===== src/rtl/audio_viz_pkg.sv =====
// Shared definitions for the audio visualiser pipeline: default sample
// geometry used by the capture stage, level meter and bar renderer, and the
// level-meter sweep FSM encoding.
package audio_viz_pkg;

    localparam int VIZ_ADDR_WIDTH = 3;
    localparam int VIZ_DATA_WIDTH = 18;

    typedef enum logic [1:0] {
        IDLE  = 2'd0,
        READ  = 2'd1,
        DRAIN = 2'd2,
        SCALE = 2'd3
    } meter_state_t;

endpackage


===== src/rtl/abs_sat.sv =====
// Signed two's complement sample -> unsigned magnitude, one bit narrower.
// The most-negative code has no positive counterpart in that width and is
// clamped to the largest representable magnitude.
module abs_sat #(
    parameter int DATA_WIDTH = 18
) (
    input  logic [DATA_WIDTH-1:0] din,
    output logic [DATA_WIDTH-2:0] mag
);

    // Negate negative samples; clamp the single unrepresentable case.
    always_comb begin
        mag = din[DATA_WIDTH-2:0];
        if (din[DATA_WIDTH-1]) begin
            if (din[DATA_WIDTH-2:0] == '0) begin
                mag = '1;
            end else begin
                mag = ~din[DATA_WIDTH-2:0] + (DATA_WIDTH-1)'(1);
            end
        end
    end

endmodule


===== src/rtl/mic_level_meter.sv =====
// Mic level meter: on each frame-ready pulse, sweeps the 2^ADDR_WIDTH-entry
// sample RAM, accumulates absolute amplitudes and publishes the mean as a
// LEVEL_WIDTH-bit bar height.
// Optional feature macro: LEVEL_DECAY_EN (displayed level falls by at most
// DECAY_STEP per frame instead of jumping straight down).
module mic_level_meter
    import audio_viz_pkg::*;
#(
    parameter int ADDR_WIDTH  = VIZ_ADDR_WIDTH,
    parameter int DATA_WIDTH  = VIZ_DATA_WIDTH,
    parameter int LEVEL_WIDTH = 8,
    parameter int DECAY_STEP  = 16
) (
    input  logic                   clk,
    input  logic                   rst,
    input  logic                   start,
    output logic                   rd_en,
    output logic [ADDR_WIDTH-1:0]  rd_addr,
    input  logic [DATA_WIDTH-1:0]  rd_data,
    output logic                   busy,
    output logic [LEVEL_WIDTH-1:0] level,
    output logic                   level_valid
);

    localparam int ACC_WIDTH = DATA_WIDTH - 1 + ADDR_WIDTH;
    localparam logic [ADDR_WIDTH-1:0]  LAST_ADDR = '1;
    localparam logic [LEVEL_WIDTH-1:0] DECAY     = LEVEL_WIDTH'(DECAY_STEP);
`ifdef LEVEL_DECAY_EN
    localparam bit DECAY_EN = 1'b1;
`else
    localparam bit DECAY_EN = 1'b0;
`endif

    meter_state_t           state;
    meter_state_t           state_nxt;
    logic                   accept;
    logic                   sample_valid;
    logic [DATA_WIDTH-2:0]  mag;
    logic [ACC_WIDTH-1:0]   acc;
    logic [LEVEL_WIDTH-1:0] new_level;
    logic [LEVEL_WIDTH-1:0] decayed;
    logic [LEVEL_WIDTH-1:0] level_nxt;

    abs_sat #(
        .DATA_WIDTH (DATA_WIDTH)
    ) u_abs_sat (
        .din (rd_data),
        .mag (mag)
    );

    // Start acceptance: only from IDLE, and not in the cycle the previous
    // result is being published, so a start coincident with the end of a
    // sweep is dropped rather than chained.
    always_comb begin
        accept = (state == IDLE) && start && !level_valid;
    end

    // Sweep FSM state register.
    always_ff @(posedge clk or posedge rst) begin
        if (rst) begin
            state <= IDLE;
        end else begin
            state <= state_nxt;
        end
    end

    // Sweep FSM next state and read-side outputs.
    always_comb begin
        state_nxt = state;
        rd_en     = 1'b0;
        busy      = 1'b1;
        case (state)
            IDLE: begin
                busy = 1'b0;
                if (accept) begin
                    state_nxt = READ;
                end
            end
            READ: begin
                rd_en = 1'b1;
                if (rd_addr == LAST_ADDR) begin
                    state_nxt = DRAIN;
                end
            end
            DRAIN: begin
                state_nxt = SCALE;
            end
            SCALE: begin
                state_nxt = IDLE;
            end
            default: begin
                state_nxt = IDLE;
            end
        endcase
    end

    // Read address counter: restarts at 0 on accept, stops at the last entry.
    always_ff @(posedge clk or posedge rst) begin
        if (rst) begin
            rd_addr <= '0;
        end else if (accept) begin
            rd_addr <= '0;
        end else if (rd_en && (rd_addr != LAST_ADDR)) begin
            rd_addr <= rd_addr + ADDR_WIDTH'(1);
        end
    end

    // Marks the cycle in which rd_data carries the sample requested last cycle.
    always_ff @(posedge clk or posedge rst) begin
        if (rst) begin
            sample_valid <= 1'b0;
        end else begin
            sample_valid <= rd_en;
        end
    end

    // Magnitude accumulator; sized so N full-scale samples cannot overflow.
    always_ff @(posedge clk or posedge rst) begin
        if (rst) begin
            acc <= '0;
        end else if (accept) begin
            acc <= '0;
        end else if (sample_valid) begin
            acc <= acc + ACC_WIDTH'(mag);
        end
    end

    // Mean scaling and optional peak-hold style decay of the displayed level.
    always_comb begin
        // mean = acc >> ADDR_WIDTH; the bar takes the top LEVEL_WIDTH bits of
        // the mean, which are also the top bits of the accumulator.
        new_level = acc[ACC_WIDTH-1 -: LEVEL_WIDTH];
        decayed   = (level > DECAY) ? (level - DECAY) : '0;
        level_nxt = new_level;
        if (DECAY_EN && (decayed > new_level)) begin
            level_nxt = decayed;
        end
    end

    // Level register and its update strobe, written once per completed sweep.
    always_ff @(posedge clk or posedge rst) begin
        if (rst) begin
            level       <= '0;
            level_valid <= 1'b0;
        end else begin
            level_valid <= (state == SCALE);
            if (state == SCALE) begin
                level <= level_nxt;
            end
        end
    end

endmodule


===== config.mk =====
export PLATFORM = sky130hd
export DESIGN_NAME = mic_level_meter
export DESIGN_NICKNAME = d
export VERILOG_FILES = /design/src/rtl/audio_viz_pkg.sv /design/src/rtl/abs_sat.sv /design/src/rtl/mic_level_meter.sv
export SDC_FILE = /design/constraint.sdc
export NUM_CORES = 1
export LEC_CHECK = 0
export ABC_AREA = 0
export CAP_MARGIN = 0
export CORE_UTILIZATION = 55
export CTS_CLUSTER_DIAMETER = 100
export DETAILED_ROUTE_END_ITERATION = 16
export PLACE_DENSITY = 0.79
export SYNTH_ARGS = -nofsm -noshare
export SYNTH_HDL_FRONTEND = slang
export SYNTH_SLANG_ARGS = --single-unit

===== constraint.sdc =====
create_clock -name clk -period 2.8 [get_ports clk]
set_clock_uncertainty 0.05 [all_clocks]
set_input_delay 0.84 -clock clk [delete_from_list [all_inputs] [get_ports clk]]
set_output_delay 0.84 -clock clk [all_outputs]
set_load 0.02 [all_outputs]

==> results of run 1 <==
==> what timing repair did <==
action | 4_1_cts
pin swaps | 55
gates resized for setup | 97
endpoints found under the setup margin | 19
setup buffers | 13
==> logic make-up after synthesis <==
family	share of synthesized area
buffers and inverters	0.03838
AND/OR/NAND/NOR	0.2025
flip-flops	0.3088
XOR/XNOR	0.03396
multiplexers	0.05999
AO/OA/AOI/OAI	0.2303
adder cells (fa/ha/maj)	0.1262
==> routing by layer <==
layer	overflow	global-route usage
met3	0	0.5844
met2	1	0.8991
met1	0	0.6816
met4	2	0.7051
met5	0	0.1313
==> stage by stage <==
| step | setup TNS (ps) | setup slack (ps) | area (µm²) | utilization |
|---|---|---|---|---|
| CTS | -8731 | -645.5 | 4252 | 0.8769 |
| detailed placement | -24660 | -1523 | 3875 | 0.7992 |
| global placement | -22420 | -1411 | 3875 | 0.7992 |
| floorplan | -11170 | -802.8 | 2920 | - |
==> results.rst, run 1 <==
.. list-table::
   :header-rows: 1

   * - Metric
     - Value
   * - Post-synth cell types
     - 49
   * - Area share of the largest cell type after synthesis
     - 0.3088
   * - Post-Syn Instances
     - 335
   * - Weighted congestion reported at the end of routability-driven placement
     - 0.9433
   * - Sequential cell area fraction in the yosys report
     - 0.3088
   * - Warning count from the yosys run
     - 0
   * - Port buffer count
     - 34
   * - Top cell type by total area after synthesis
     - sky130_fd_sc_hd__dfrtp_1
   * - Nets in the synthesized netlist
     - 384
   * - Detailed-placement wirelength estimate
     - 6.170 mm
   * - Number of CTS-inserted buffers
     - 5
   * - Run Error
     - [ERROR GRT-0232] Routing congestion too high. Check the congestion heatmap in the GUI.
   * - Die span in x
     - 73.82 µm
   * - Die outline height
     - 73.82 µm
   * - Number of H-tree branching levels
     - 2
   * - Number of synthesized flops with an enable pin
     - 0
   * - Last stage reached
     - global routing (5_1_grt)
   * - Most numerous cell in the Yosys netlist
     - sky130_fd_sc_hd__nand2_1
   * - Top post-synthesis cells by count
     - sky130_fd_sc_hd__nand2_1, sky130_fd_sc_hd__dfrtp_1, sky130_fd_sc_hd__o21ai_0
   * - Starting utilization of the core area
     - 0.5850
   * - Clock root buffer
     - sky130_fd_sc_hd__clkbuf_8
   * - I/O pin count
     - 35
   * - Number of sinks handled by clock tree synthesis
     - 35
   * - Maximum number of buffers from clock root to sink
     - 2
   * - Worst endpoint after global-route timing repair
     - acc[16]$_DFFE_PP0P_/D
   * - Top cells by area in the synthesized netlist
     - sky130_fd_sc_hd__dfrtp_1, sky130_fd_sc_hd__ha_1, sky130_fd_sc_hd__o21ai_0
   * - Largest net degree at the start of global routing
     - 36
   * - Pin category terminating the worst setup path after the last repair
     - register data pin
   * - Placed Cells incl. Taps
     - 503
   * - Top flip-flop cell by instance count after synthesis
     - sky130_fd_sc_hd__dfrtp_1
   * - Syn Std Cell Area
     - 2836 µm²
   * - Syn avg cell area
     - 8.467 µm²
   * - Number of cell rows
     - 25
   * - Total gr overflow
     - 3
   * - GRT Resource Usage Total
     - 0.7104
   * - Outcome
     - aborted with a tool error
   * - Post-synthesis sequential element count
     - 35
   * - Proportion of synthesized flip-flops having asynchronous set or reset
     - 1.000
   * - Count of hold-fix buffers inserted at cts
     - 0
==> run 2, diff against run 1 <==
--- a/config.mk
+++ b/config.mk
@@ -7,10 +7,9 @@
 export LEC_CHECK = 0
 export ABC_AREA = 0
 export CAP_MARGIN = 0
-export CORE_UTILIZATION = 55
-export CTS_CLUSTER_DIAMETER = 100
+export CORE_UTILIZATION = 40
 export DETAILED_ROUTE_END_ITERATION = 16
-export PLACE_DENSITY = 0.79
+export PLACE_DENSITY_LB_ADDON = 0.15
 export SYNTH_ARGS = -nofsm -noshare
 export SYNTH_HDL_FRONTEND = slang
 export SYNTH_SLANG_ARGS = --single-unit
==> run 2 against run 1 <==
  * Synthesized cell count unchanged
  * Area after synthesis did not move
  * The flow now finishes, with violations (setup timing)
==> results.rst, run 2 <==
.. list-table::
   :header-rows: 1

   * - Metric
     - Value
   * - Global-route wire length before repair
     - 12.63 mm
   * - First DRT Iteration DRCs
     - 122
   * - Initial DRT Pass Iterations
     - 6
   * - Nets
     - 499
   * - Post-Syn Instances
     - 335 (unchanged)
   * - Number of CTS-inserted buffers
     - 5 (unchanged)
   * - Most numerous cell in the Yosys netlist
     - sky130_fd_sc_hd__nand2_1
   * - Finish-stage setup viols
     - 18
   * - Floorplan core area
     - 6832 µm²
   * - Placement-stage worst setup slack
     - -1529 ps (-6.170 ps)
   * - Area share of the largest cell type after synthesis
     - 0.3088 (unchanged)
   * - Die outline height
     - 86.21 µm (+17%)
   * - Growth of design area from synthesis to finish
     - 53.99%
   * - Number of inserted diodes
     - 0
   * - Number of vias in the routed layout
     - 2924
   * - Highest Clock Rate
     - 275.8 MHz
   * - Weighted congestion reported at the end of routability-driven placement
     - 0.9218 (-2.3%)
   * - Top flip-flop cell by instance count after synthesis
     - sky130_fd_sc_hd__dfrtp_1
   * - Starting utilization of the core area
     - 0.4152 (-0.1698)
   * - Number of H-tree branching levels
     - 2 (unchanged)
   * - Number of synthesized flops with an enable pin
     - 0 (unchanged)
   * - Register with the highest flop count
     - acc
   * - Maximum number of buffers from clock root to sink
     - 2 (unchanged)
   * - Slew @ Worst Pin
     - 461.7 ps
   * - CTS tree
     - done
   * - Vias in the first global route
     - 2819
   * - Post-layout minimum cycle time
     - 3626 ps
   * - Top post-synthesis cells by count
     - sky130_fd_sc_hd__nand2_1, sky130_fd_sc_hd__dfrtp_1, sky130_fd_sc_hd__o21ai_0
   * - Worst Setup Start Kind
     - primary input
   * - Setup ws final
     - -825.5 ps
   * - Standby leakage power
     - 0.001965 µW
   * - Antenna violations before repair
     - 0
   * - Most used cells in the layout excluding fill and tap cells
     - sky130_fd_sc_hd__buf_4, sky130_fd_sc_hd__dfrtp_1, sky130_fd_sc_hd__nand2_1, sky130_fd_sc_hd__nor2_1, sky130_fd_sc_hd__ha_1
   * - Post-synthesis sequential element count
     - 35 (unchanged)
   * - Fraction of final layout cells sized beyond drive strength 1
     - 0.3836
   * - Worst Path Max Fanout
     - 7
   * - Worst-case hold slack
     - 457.4 ps
   * - Top cells by area in the synthesized netlist
     - sky130_fd_sc_hd__dfrtp_1, sky130_fd_sc_hd__ha_1, sky130_fd_sc_hd__o21ai_0
   * - Die span in x
     - 86.21 µm (+17%)
   * - CP Capture Type
     - flip-flop
   * - Number of sinks handled by clock tree synthesis
     - 35 (unchanged)
   * - Final max-slew violation count
     - 0
   * - Total die area
     - 7432 µm²
   * - Proportion of synthesized flip-flops having asynchronous set or reset
     - 1.000 (unchanged)
   * - Clock root buffer
     - sky130_fd_sc_hd__clkbuf_8
   * - Fraction of the core area covered by cells at the end of the flow
     - 0.6394
   * - Worst vdd ir
     - 0.5319 mV
   * - Nets in the synthesized netlist
     - 384 (unchanged)
   * - Count of hold-fix buffers inserted at cts
     - 0 (unchanged)
   * - Number of cell rows
     - 30 (+20%)
   * - GRT Resource Usage Total
     - 0.2162
   * - Syn avg cell area
     - 8.467 µm² (unchanged)
   * - Hold Crit Class
     - flip-flop to flip-flop
   * - Max-cap viol count
     - 0
   * - Kind of critical path
     - primary input to flip-flop
   * - Failing checks
     - setup timing
   * - Largest net degree at the start of global routing
     - 36
   * - Post-DR wirelength/cell
     - 14.11 µm
   * - Total Routed Length
     - 7.717 mm
   * - Insertion delay to the later sink of the worst-skew pair
     - 290 ps
   * - Arr. time, crit path
     - 3750 ps
   * - Warning count from the yosys run
     - 0 (unchanged)
   * - Top cell type by total area after synthesis
     - sky130_fd_sc_hd__dfrtp_1
   * - Largest register FFs
     - 20
   * - Sequential cell area fraction in the yosys report
     - 0.3088 (unchanged)
   * - Port buffer count
     - 34 (unchanged)
   * - Via/cell ratio
     - 5.346
   * - Clock slew at the register clock pins of the worst setup and hold paths
     - 70 ps
   * - Headroom to the max-slew limit
     - 0.6922
   * - Detailed-placement wirelength estimate
     - 5.651 mm (-8.4%)
   * - Post-route setup TNS
     - -11110 ps
   * - Unrepaired setup endpoints after global routing
     - yes
   * - Post-synth cell types
     - 49 (unchanged)
   * - Commonest non-fill, non-tap cell in the layout
     - sky130_fd_sc_hd__buf_4
   * - I/O pin count
     - 35 (unchanged)
   * - Total gr overflow
     - 0
   * - Outcome
     - finished with violations
   * - Post-route DRC
     - 0
   * - Final critical-path share of the clock period
     - 1.295
   * - Total power density per cell area
     - 956.0 nW/µm²
   * - Antenna Nets Post-Route
     - 0
   * - Top flop regs
     - acc x20, level x8, rd_addr x3
   * - Final hold violation count
     - 0
   * - Syn Std Cell Area
     - 2836 µm² (unchanged)
   * - Data required time of the critical path
     - 2930 ps
## run 2: cell counts after synthesis
Identical to the previous run, type by type.
## run 2: timing repair
item	CTS	global route
pin swaps	24	50
hold endpoints to repair	0	0
buffers inserted	7	8
resized for setup	73	42
endpoints found under the setup margin	19	18
## run 2: cell families (layout without fill, tap and decap cells)
| family | after synthesis | after routing | share of synthesized area |
|---|---|---|---|
| AND/OR/NAND/NOR | 114 | 114 | 0.2025 |
| AO/OA/AOI/OAI | 104 | 104 | 0.2303 |
| flip-flops | 35 | 35 | 0.3088 |
| adder cells (fa/ha/maj) | 28 | 28 | 0.1262 |
| buffers and inverters | 27 | 143 | 0.03838 |
| multiplexers | 16 | 16 | 0.05999 |
| XOR/XNOR | 11 | 11 | 0.03396 |
## run 2: metrics by stage
stage,std cells,cell area [µm²],total power (µW)
after floorplan,335,2920,2384
after global placement,525,3871,3221
after detailed placement,525,3871,3270
after CTS,540,4143,3913
after global routing,547,4368,4505
final,547,4368,4176
## run 2: power by group
group	switching (µW)	total [µW]	internal [µW]	leakage, µW
Sequential	188	921	733	0.000437
Combinational	1400	2780	1370	0.00147
Clock	192	480	288	0.0000612
Total	1780	4180	2390	0.00197
## run 2: worst paths after layout
kind | cells past startpoint | endpoint | start | slack, ps
worst max-delay path | 19 | acc[14] | rd_data[0] | -830
worst min-delay path | 1 | level[7] | level[7] | 460
worst max register to register | 10 | acc[14] | acc[0] | 480
worst min register to register | 1 | level[7] | level[7] | 460
max in group asynchronous | 3 | level[2] | rst | 1470
min in group asynchronous | 3 | acc[2] | rst | 900
## run 2: cell type report
cell class / count / area (µm²)
Fill cell: 605 / 2464
Clock inverter: 2 / 35.03
Multi-Input combinational cell: 273 / 2165
Sequential cell: 35 / 875.8
Clock buffer: 6 / 82.58
Tap cell: 96 / 120.1
Inverter: 15 / 66.31
Timing Repair Buffer: 120 / 1023
## run 2: critical path: stages
cell                       delay, ps
sky130_fd_sc_hd__buf_8           100
sky130_fd_sc_hd__inv_6            40
sky130_fd_sc_hd__ha_4            110
sky130_fd_sc_hd__nor3b_4         200
sky130_fd_sc_hd__nand4_4         140
sky130_fd_sc_hd__nor3_4          300
sky130_fd_sc_hd__buf_12          160
sky130_fd_sc_hd__nand2_4          50
sky130_fd_sc_hd__nand2_4          60
sky130_fd_sc_hd__ha_4            140
sky130_fd_sc_hd__inv_2            40
sky130_fd_sc_hd__fa_2            390
sky130_fd_sc_hd__nand3b_1        210
sky130_fd_sc_hd__a21oi_2         200
sky130_fd_sc_hd__buf_4           140
sky130_fd_sc_hd__nor2_4           40
sky130_fd_sc_hd__o31ai_4         310
sky130_fd_sc_hd__nand3_1         110
sky130_fd_sc_hd__nor3b_2         170
## run 2: metal layers
layer	wire length, µm	GRT usage	vias up
met2	3931	0.3911	48
met1	3421	0.2644	1397
met3	233	0.03810	12
li1	-	-	1467
met4	131	0.05758	0
met5	0	0	-
Power figures use the tool's default switching activity.
==> run 3, diff against run 2 <==
--- a/config.mk
+++ b/config.mk
@@ -10,6 +10,8 @@
 export CORE_UTILIZATION = 40
 export DETAILED_ROUTE_END_ITERATION = 16
 export PLACE_DENSITY_LB_ADDON = 0.15
+export SETUP_SLACK_MARGIN = 0.02
 export SYNTH_ARGS = -nofsm -noshare
 export SYNTH_HDL_FRONTEND = slang
 export SYNTH_SLANG_ARGS = --single-unit
+export TNS_END_PERCENT = 20
==> run 3 against run 2 <==
  * Critical path depth decreased by 1
  * Power decreased by 1.7%
  * Maximum frequency is 2.6% higher
  * Sequential power shrank 2.7%
  * Global-route usage rose by 1.1 points
  * Cell area grew 0.34%
  * Sequential cell count is the same
  * Die area unchanged
  * Non-clock buffer count rose by 11
  * The run still ends with setup timing left
  * Clock power about the same
  * Utilization up 0.22 points
  * Register-to-register slack gained 160 ps
  * Critical endpoint is now acc[7]
  * Highest routed layer unchanged
==> results.rst, run 3 (synthesis gave the netlist of run 2 again) <==
.. list-table::
   :header-rows: 1

   * - Metric
     - Value
   * - Outcome
     - finished with violations
   * - Failing checks
     - setup timing
   * - I/O pin count
     - 35 (unchanged)
   * - Multi-input combinational cell area
     - 2130 µm² (-1.6%)
   * - Post-route setup TNS
     - -10350 ps (+760.6 ps)
   * - Instance area after placement
     - 3919 µm² (+1.2%)
   * - Final critical-path share of the clock period
     - 1.262 (-0.03239)
   * - Via/cell ratio
     - 5.301 (-0.83%)
   * - Power share of the sequential group
     - 0.218 (-0.002)
   * - Final max-slew violation count
     - 0 (unchanged)
   * - Total gr overflow
     - 0 (unchanged)
   * - Standby leakage power
     - 0.002021 µW (+2.8%)
   * - Worst-case hold slack
     - 459.9 ps (+2.421 ps)
   * - Register with the highest flop count
     - acc
   * - Part of the power in combinational logic
     - 0.665 (about the same)
   * - Port buffer count
     - 34 (unchanged)
   * - Commonest non-fill, non-tap cell in the layout
     - sky130_fd_sc_hd__buf_4
   * - Worst Path Max Fanout
     - 5 (-2)
   * - Slowest Stage Delay on Critical Path
     - 470 ps (+80 ps)
   * - Series of cell instances along the critical path
     - buf_8, clkinv_4, ha_4, nor3b_4, nand4_4, nor3_4, nand2b_4, o21ai_2, o21ai_1, ha_1, a21o_1, a221o_2, buf_4, buf_6, nand3_2, and3_1, nor2_1, o22ai_1
   * - Headroom to the max-slew limit
     - 0.6901 (-0.002076)
   * - Finished Layout Cells
     - 558 (+2.0%)
   * - Placement-stage worst setup slack
     - -1571 ps (-42.18 ps)
   * - Arr. time, crit path
     - 3700 ps (-50 ps)
   * - Final hold violation count
     - 0 (unchanged)
   * - Number of cell rows
     - 30 (unchanged)
   * - Post-route DRC
     - 0 (unchanged)
   * - Part of the total power dissipated in the clock network
     - 0.117 (+0.002)
   * - Initial DRT Pass Iterations
     - 4 (-2)
   * - Detailed-placement wirelength estimate
     - 5.854 mm (+3.6%)
   * - Antenna Nets Post-Route
     - 0 (unchanged)
   * - Placed Cells incl. Taps
     - 535 (+1.9%)
   * - Number of CTS-inserted buffers
     - 5 (unchanged)
   * - Clock slew at the register clock pins of the worst setup and hold paths
     - 80 ps (about the same)
   * - Starting utilization of the core area
     - 0.4152 (unchanged)
   * - Worst vdd ir
     - 0.5287 mV (-0.60%)
   * - Clock root buffer
     - sky130_fd_sc_hd__clkbuf_8
   * - Post-Layout Inst Area
     - 4383 µm² (+0.34%)
   * - Most used cells in the layout excluding fill and tap cells
     - sky130_fd_sc_hd__buf_4, sky130_fd_sc_hd__dfrtp_1, sky130_fd_sc_hd__nand2_1, sky130_fd_sc_hd__nor2_1, sky130_fd_sc_hd__ha_1
   * - Number of buffers and inverters on the critical path
     - 4 (-1)
   * - Number of vias in the routed layout
     - 2958 (+1.2%)
   * - Nets
     - 510 (+2.2%)
   * - Floorplan core area
     - 6832 µm² (unchanged)
   * - Unrepaired setup endpoints after global routing
     - yes
   * - Global-route wire length before repair
     - 13.32 mm (+5.4%)
   * - Max-cap viol count
     - 0 (unchanged)
   * - Net Sw Frac
     - 0.4278 (+0.001302)
   * - Weighted congestion reported at the end of routability-driven placement
     - 0.8884 (-3.6%)
   * - Kind of critical path
     - primary input to flip-flop
   * - Post-layout minimum cycle time
     - 3535 ps (-90.70 ps)
   * - First DRT Iteration DRCs
     - 148 (+21%)
   * - Setup ws final
     - -734.8 ps (+90.70 ps)
   * - Highest Clock Rate
     - 282.9 MHz (+2.6%)
   * - Number of inserted filler cells in the final layout
     - 587 (-3.0%)
   * - Number of H-tree branching levels
     - 2 (unchanged)
   * - Largest net degree at the start of global routing
     - 36 (unchanged)
   * - GRT Resource Usage Total
     - 0.2274 (+0.01121)
   * - Power spent charging and discharging nets
     - 1755 µW (-1.4%)
   * - Number of sinks handled by clock tree synthesis
     - 35 (unchanged)
   * - Maximum number of buffers from clock root to sink
     - 2 (unchanged)
   * - Insertion delay to the later sink of the worst-skew pair
     - 300 ps (about the same)
   * - Cell at the slowest stage of the critical path
     - sky130_fd_sc_hd__a221o_2
   * - Data required time of the critical path
     - 2970 ps (+40 ps)
   * - CTS tree
     - done
   * - Largest register FFs
     - 20 (unchanged)
   * - FF-to-FF setup slack
     - 640 ps (+160 ps)
   * - Total die area
     - 7432 µm² (unchanged)
   * - Growth of design area from synthesis to finish
     - 54.52%
   * - Hold Crit Class
     - flip-flop to flip-flop
   * - Die span in x
     - 86.21 µm (unchanged)
   * - Fraction of final layout cells sized beyond drive strength 1
     - 0.3874 (+0.003854)
   * - Die outline height
     - 86.21 µm (unchanged)
   * - Number of inserted diodes
     - 0 (unchanged)
   * - Slew @ Worst Pin
     - 464.8 ps (+3.114 ps)
   * - Total power density per cell area
     - 936.1 nW/µm² (-2.1%)
   * - CP Capture Type
     - flip-flop
   * - Worst Setup Start Kind
     - primary input
   * - Finish-stage setup viols
     - 18 (unchanged)
   * - Top flop regs
     - acc x20, level x8, rd_addr x3
   * - Gate family responsible for the most delay along the worst path
     - simple AND/OR/NAND/NOR gates
   * - Post-DR wirelength/cell
     - 14.13 µm (+0.12%)
   * - Sequential cell area
     - 875.8 µm² (unchanged)
   * - Antenna violations before repair
     - 0 (unchanged)
   * - Total Routed Length
     - 7.882 mm (+2.1%)
   * - Vias in the first global route
     - 2891 (+2.6%)
   * - Cell internal power dissipation
     - 2348 µW (-2.0%)
-- run 3: cell count changes in the layout (fill, tap and decap cells not counted), moves of 3 or more --
cell,before,now
sky130_fd_sc_hd__buf_4,76,92
sky130_fd_sc_hd__buf_6,12,8
sky130_fd_sc_hd__nand2_4,3,0
sky130_fd_sc_hd__o41ai_1,5,2
sky130_fd_sc_hd__o41ai_2,1,4
-- run 3: what timing repair did --
item / in CTS / in global routing
setup endpoints to repair: 19 / 19
hold buffers: 0 / 0
buffers inserted: 8 / 7
pin swaps: 35 / 33
gates resized for setup: 76 / 33
-- run 3: metrics by stage --
step | util | total power [µW]
after floorplan | - | 2360
after global placement | 0.5736 | 3305
after detailed placement | 0.5736 | 3355
after CTS | 0.6161 | 3951
after global routing | 0.6416 | 4442
final | 0.6416 | 4103
-- run 3: final cells by class --
| type | instances | share of cell area |
|---|---|---|
| clock buffers | 5 | 0.01570 |
| repair buffers | 131 | 0.2461 |
| multi-input cells | 273 | 0.4859 |
| clock inverters | 3 | 0.009991 |
| well taps | 96 | 0.02741 |
| inverters | 15 | 0.01513 |
| flip-flops and latches | 35 | 0.1998 |
-- run 3: per-layer routing --
layer  routed length (µm)  track usage
met3                  175      0.02952
met4                  189      0.09242
met1                 3502       0.2773
met2                 4014       0.4048
met5                    0            0
-- run 3: power groups by stage --
stage | clock (µW) | sequential (µW) | combinational [µW]
after floorplan | 0 | 954 | 1410
after global placement | 0 | 898 | 2410
after detailed placement | 0 | 906 | 2450
after CTS | 490 | 896 | 2570
after global routing | 509 | 924 | 3010
final | 478 | 896 | 2730
-- run 3: path summary, 6_finish.rpt --
check | startpoint | to | cells past startpoint
setup / recovery | rd_data[1] | acc[7] | 18
hold / removal | level[2] | level[2] | 1
setup reg to reg | acc[0] | acc[18] | 10
hold reg to reg | level[2] | level[2] | 1
max in group asynchronous | rst | acc[8] | 3
min in group asynchronous | rst | acc[4] | 3
-- run 3: worst reg2reg max path, delay by kind of cell (launching register included) --
kind | cells | cell delay (ps)
AOI/OAI and AO/OA | 3 | 510
DFF | 1 | 390
and+or+nand+nor | 2 | 260
adders and majority gates | 2 | 510
buffers and inverters | 3 | 330
